## src/rtl/rf_wb_arbiter.sv

```systemverilog
// Register-file write-port arbiter: merges ALU/load writeback with buffered mul/div results.
// Optional decode bypass hit outputs are enabled with `define RF_WB_BYPASS_EN.
module rf_wb_arbiter #(
    parameter int FIFO_DEPTH   = 2,
    parameter int STARVE_LIMIT = 4
) (
    input  logic        CLK,
    input  logic        Resetn,
    input  logic        alu_valid,
    input  logic [4:0]  alu_rd,
    input  logic [31:0] alu_data,
    input  logic        md_valid,
    output logic        md_ready,
    input  logic [4:0]  md_rd,
    input  logic [31:0] md_data,
    output logic        RegWr,
    output logic [4:0]  Rw,
    output logic [31:0] busW,
    output logic [31:0] md_pending,
    output logic        wb_stall,
    input  logic [4:0]  Ra,
    input  logic [4:0]  Rb,
    output logic        fwd_a_hit,
    output logic        fwd_b_hit
);
    localparam int PW = $clog2(FIFO_DEPTH);
    localparam int CW = PW + 1;
    localparam logic [CW-1:0] FULL_CNT = CW'(FIFO_DEPTH);
    localparam logic [3:0]    LIMIT    = 4'(STARVE_LIMIT);

    if (!(FIFO_DEPTH == 2 || FIFO_DEPTH == 4 || FIFO_DEPTH == 8)) begin : g_bad_depth
        $error("rf_wb_arbiter: FIFO_DEPTH must be 2, 4 or 8");
    end
    if (STARVE_LIMIT < 1 || STARVE_LIMIT > 15) begin : g_bad_limit
        $error("rf_wb_arbiter: STARVE_LIMIT must be 1..15");
    end

    logic [4:0]    fifo_rd_q   [FIFO_DEPTH];
    logic [31:0]   fifo_data_q [FIFO_DEPTH];
    logic [PW-1:0] wr_ptr_q, wr_ptr_d;
    logic [PW-1:0] rd_ptr_q, rd_ptr_d;
    logic [CW-1:0] count_q, count_d;

    logic          regwr_q, regwr_d;
    logic [4:0]    rw_q, rw_d;
    logic [31:0]   busw_q, busw_d;
    logic [3:0]    starve_q, starve_d;
    logic          stall_q, stall_d;

    logic          fifo_empty, fifo_full, md_ready_int;
    logic          md_hs, md_keep, alu_win;
    logic          push, pop;

    always_comb begin
        fifo_empty   = (count_q == '0);
        fifo_full    = (count_q == FULL_CNT);
        // Readiness is a function of registered occupancy only.
        md_ready_int = !fifo_full && Resetn;
        md_hs        = md_valid && md_ready_int;
        md_keep      = md_hs && (md_rd != 5'd0);
        alu_win      = alu_valid && (alu_rd != 5'd0);
    end

    always_comb begin
        regwr_d = 1'b0;
        rw_d    = rw_q;
        busw_d  = busw_q;
        push    = 1'b0;
        pop     = 1'b0;
        if (alu_win) begin
            regwr_d = 1'b1;
            rw_d    = alu_rd;
            busw_d  = alu_data;
            push    = md_keep;
        end else if (!fifo_empty) begin
            regwr_d = 1'b1;
            rw_d    = fifo_rd_q[rd_ptr_q];
            busw_d  = fifo_data_q[rd_ptr_q];
            pop     = 1'b1;
            push    = md_keep;
        end else if (md_keep) begin
            regwr_d = 1'b1;
            rw_d    = md_rd;
            busw_d  = md_data;
        end
    end

    always_comb begin
        wr_ptr_d = push ? wr_ptr_q + PW'(1) : wr_ptr_q;
        rd_ptr_d = pop  ? rd_ptr_q + PW'(1) : rd_ptr_q;
        count_d  = count_q + CW'(push) - CW'(pop);
    end

    // Non-empty without a pop can only mean the ALU took the slot.
    always_comb begin
        starve_d = starve_q;
        if (fifo_empty || pop) begin
            starve_d = 4'd0;
        end else if (starve_q != LIMIT) begin
            starve_d = starve_q + 4'd1;
        end
        stall_d = pop ? 1'b0 : (stall_q || (starve_q == LIMIT));
    end

    always_ff @(posedge CLK or negedge Resetn) begin
        if (!Resetn) begin
            wr_ptr_q <= '0;
            rd_ptr_q <= '0;
            count_q  <= '0;
            regwr_q  <= 1'b0;
            rw_q     <= 5'd0;
            busw_q   <= 32'd0;
            starve_q <= 4'd0;
            stall_q  <= 1'b0;
        end else begin
            wr_ptr_q <= wr_ptr_d;
            rd_ptr_q <= rd_ptr_d;
            count_q  <= count_d;
            regwr_q  <= regwr_d;
            rw_q     <= rw_d;
            busw_q   <= busw_d;
            starve_q <= starve_d;
            stall_q  <= stall_d;
        end
    end

    // Entry storage needs no reset; validity comes from the pointers and count.
    always_ff @(posedge CLK) begin
        if (push) begin
            fifo_rd_q[wr_ptr_q]   <= md_rd;
            fifo_data_q[wr_ptr_q] <= md_data;
        end
    end

    always_comb begin
        logic [PW-1:0] idx;
        idx        = '0;
        md_pending = 32'd0;
        for (int i = 0; i < FIFO_DEPTH; i++) begin
            idx = rd_ptr_q + PW'(i);
            if (CW'(i) < count_q) begin
                md_pending[fifo_rd_q[idx]] = 1'b1;
            end
        end
    end

    assign md_ready = md_ready_int;
    assign RegWr    = regwr_q;
    assign Rw       = rw_q;
    assign busW     = busw_q;
    assign wb_stall = stall_q;

`ifdef RF_WB_BYPASS_EN
    assign fwd_a_hit = regwr_q && (rw_q == Ra) && (Ra != 5'd0);
    assign fwd_b_hit = regwr_q && (rw_q == Rb) && (Rb != 5'd0);
`else
    logic unused_rd_addr;
    assign unused_rd_addr = ^{Ra, Rb};
    assign fwd_a_hit      = 1'b0;
    assign fwd_b_hit      = 1'b0;
`endif

endmodule

```

## config.mk

```make
export PLATFORM = sky130hd
export DESIGN_NAME = rf_wb_arbiter
export DESIGN_NICKNAME = d
export VERILOG_FILES = /design/src/rtl/rf_wb_arbiter.sv
export SDC_FILE = /design/constraint.sdc
export NUM_CORES = 1
export LEC_CHECK = 0
export CAP_MARGIN = 20
export CORE_MARGIN = 4
export CORE_UTILIZATION = 52
export CTS_CLUSTER_SIZE = 40
export DETAILED_ROUTE_END_ITERATION = 7
export PLACE_DENSITY_LB_ADDON = 0.12
export SLEW_MARGIN = 10
export SYNTH_ARGS = -nofsm -noshare
export SYNTH_HDL_FRONTEND = slang
export SYNTH_SLANG_ARGS = --single-unit
```

## constraint.sdc

```tcl
create_clock -name CLK -period 5.7 [get_ports CLK]
set_input_delay 0.57 -clock CLK [delete_from_list [all_inputs] [get_ports CLK]]
set_output_delay 0.57 -clock CLK [all_outputs]
set_load 0.1 [all_outputs]
```

==> impl_metrics.toml <==
[synthesis]
synthFlopType = "edfxtp_1"
ys_seq_area_share_pct = 57.1
synth-seq-cells = 121
synth_warnings = 0
synth_edf_count = 74
netlist_area_um2 = 5950
async_reset_ff_share_pct = 38.8
netlist_instances = 526
ys_types = 45
avgSynthCellArea_um2 = 11.3

[worst_setup_path]
critical_path_class = "reg2out"
worstPathRequired_ns = 5.13
reg2reg_slack_ns = 2.28
cp_max_fo = 43
crit_end = "md_pending[21]"
path_buf_inv = 1
reg2reg_from = "count_q[1]"
worstReg2RegEnd = "busW[20]"
arrival_ns = 4.00
cp.depth = 5
crit_path_top_delay_cell = "clkdlybuf4s50_1"
cp_top_family = "simple AND/OR/NAND/NOR gates"
crit_path_max_incr_delay_ns = 1.18
path_cells = "or2_2 > and2_1 > nand2_1 > o22ai_1 > clkdlybuf4s50_1"
start_kind = "register"
setup.worst_path.end_class = "output port"
reg2regPathDepth = 4
startpoint = "count_q[1]"

[clock_tree]
cts.sinks = 121
numCtsBuffers = 17
cts.htree.levels = 4
holdBufCountCts = 0
clock-root-buffer = "clkbuf_16"
ctsResizeCount = 0
cts_setup_buffers = 0
cts_tree = "done"
cts.clk_slew.worst_paths_ns = 0.05
clk_latency_ns = 0.41
clk_path_buf_depth = 2

[detailed_routing]
routed_wl_um = 16200
ant_nets = 0
firstDrtPassIters = 5
routed-via-count = 4919
wire_per_inst_um = 19.7
via_per_inst = 6.00
drc = 0
drt_iter0_drc = 522

[power]
ir_worst_vdd_mv = 0.425
pwr_density_cell_nw_per_um2 = 608
cellLeakagePower_nw = 3.12
power_mw = 4.96

[timing]
finClkSkew_ns = 0.00819
relSlewSlack_pct = 25.9
period_share_pct = 80.2
min_period_ns = 4.57
fin_tns_setup_ns = 0
worstMarginPinSlew_ns = 1.11
drv_slew = 0
fin_hold_ws_ns = 0.171
fmax_mhz = 219
rsz0062_at_grt = "false"
final-hold-violation-count = 0
finalSetupViolCount = 0

[global_routing]
antenna_found_initial = 1
grt_first_pass_wirelength_um = 25600
gr-total-overflow = 0
grt_pass1_vias = 5074
grt_max_degree = 46
track_usage_pct = 25.0

[placement]
place_congestion = 0.883
dp_cells = 787
io_buffers = 149
place_area_um2 = 7580
dp_hpwl_um = 10600

[outcome]
status = "complete, no violations"

[min_path]
min_path_type = "in2async"

[floorplanning]
chipHeight_um = 115
core_area_um2 = 11000
dieWidth_um = 115
die_area_um2 = 13200
rows = 38
initial_utilization_pct = 54.0
design.portCount = 162

[finish]
fillers = 765
fin_area_um2 = 8170
area_delta_synth_final_pct = 37.2
nets = 757
layout_common_cells = "148 x clkdlybuf4s50_1, 74 x nand2_1, 74 x edfxtp_1, 46 x dfrtp_1, 45 x nand3_1"
final_cells = 820
mostFrequentLayoutCell = "clkdlybuf4s50_1"
drive_gt1_share_pct = 11.0

[flow_run]
maxCapViolCount = 0
how the worst min path moves through the flow:
stage | endpoint | slack (ns) | cells after the start
final | count_q[0] | 0.17 | 1
after CTS | Rw[2] | 0.18 | 1
after global placement | busW[31] | 0.49 | 1
after detailed placement | busW[2] | 0.49 | 1
after global routing | busW[4] | 0.20 | 1
after floorplan | RegWr | 0.27 | 0
where the power goes:
group          switching [mW]  internal (mW)
sequential              0.191           1.15
combinational            1.85          0.717
clock                   0.382          0.664
flip-flops by register name, summed over array words and instances, names as in the netlist:
register,flops
wr_ptr_q,1
busW,32
Rw,5
fifo_data_q,64
RegWr,1
rd_ptr_q,1
starve_q,4
fifo_rd_q,10
wb_stall,1
count_q,2
worst reg2reg max path, delay by kind of cell, from the launching register on:
family	cells	cell delay [ns]
compound gates	1	1.00
flops	1	0.64
buf+inv	1	0.47
mux	1	0.43
simple gates	1	0.77
kinds of logic (layout without fill, tap and decap cells):
| logic type | count (synthesis) | after routing | synth area share [%] |
|---|---|---|---|
| flops | 121 | 121 | 57.1 |
| mux | 66 | 66 | 12.1 |
| compound gates | 104 | 104 | 12.5 |
| fa+ha+maj | 3 | 3 | 0.631 |
| simple gates | 160 | 160 | 12.3 |
| buf+inv | 67 | 219 | 4.69 |
| xor+xnor | 4 | 4 | 0.589 |
| other cells | 1 | 3 | 0.0630 |
per-layer routing:
layer	wire length [um]	GRT usage, %
met5	0	0
met4	321	9.70
met3	1170	5.84
met2	8200	43.1
met1	6470	30.4
metrics by stage:
step | worst slack, ns | util (%)
2_1_floorplan | 2.09 | -
3_3_place_gp | 1.61 | 68.2
3_5_place_dp | 1.57 | 68.7
4_1_cts | 1.12 | 74.0
5_1_grt | 0.959 | 74.0
6_report | 1.13 | 74.0
synth_stat cells, types with 2 or more instances:
cell type | count | share of area [%]
o311ai_0 | 2 | 0.29
nand2_1 | 74 | 4.7
ha_1 | 3 | 0.63
o211ai_1 | 4 | 0.50
a211oi_1 | 2 | 0.25
nor2_1 | 9 | 0.57
nor2b_1 | 2 | 0.21
o31ai_1 | 3 | 0.38
nand2b_1 | 4 | 0.42
buf_1 | 5 | 0.32
dfrtp_1 | 47 | 20
a32oi_1 | 22 | 3.2
mux2i_1 | 38 | 6.4
a21oi_1 | 14 | 1.2
buf_2 | 7 | 0.59
o21ai_0 | 7 | 0.59
inv_1 | 30 | 1.9
o22ai_1 | 35 | 3.7
buf_4 | 3 | 0.38
xnor2_1 | 4 | 0.59
a2bb2oi_1 | 2 | 0.29
nor3_1 | 16 | 1.3
o21a_1 | 2 | 0.25
mux2_4 | 7 | 1.8
mux2_2 | 21 | 4.0
o211a_1 | 2 | 0.34
clkbuf_1 | 20 | 1.3
nand3b_1 | 2 | 0.25
nand3_1 | 45 | 3.8
o32ai_1 | 6 | 0.88
edfxtp_1 | 74 | 37
final cells by class:
| type | instances | area (um2) | area share [%] |
|---|---|---|---|
| clock inverters | 11 | 123 | 1.50 |
| clock buffers | 21 | 460 | 5.64 |
| repair buffers | 156 | 1580 | 19.3 |
| diodes | 1 | 2.50 | 0.0306 |
| well taps | 140 | 175 | 2.14 |
| multi-input cells | 339 | 2310 | 28.3 |
| inverters | 31 | 116 | 1.42 |
| flip-flops and latches | 121 | 3400 | 41.6 |
(Power assumes the default switching activity.)
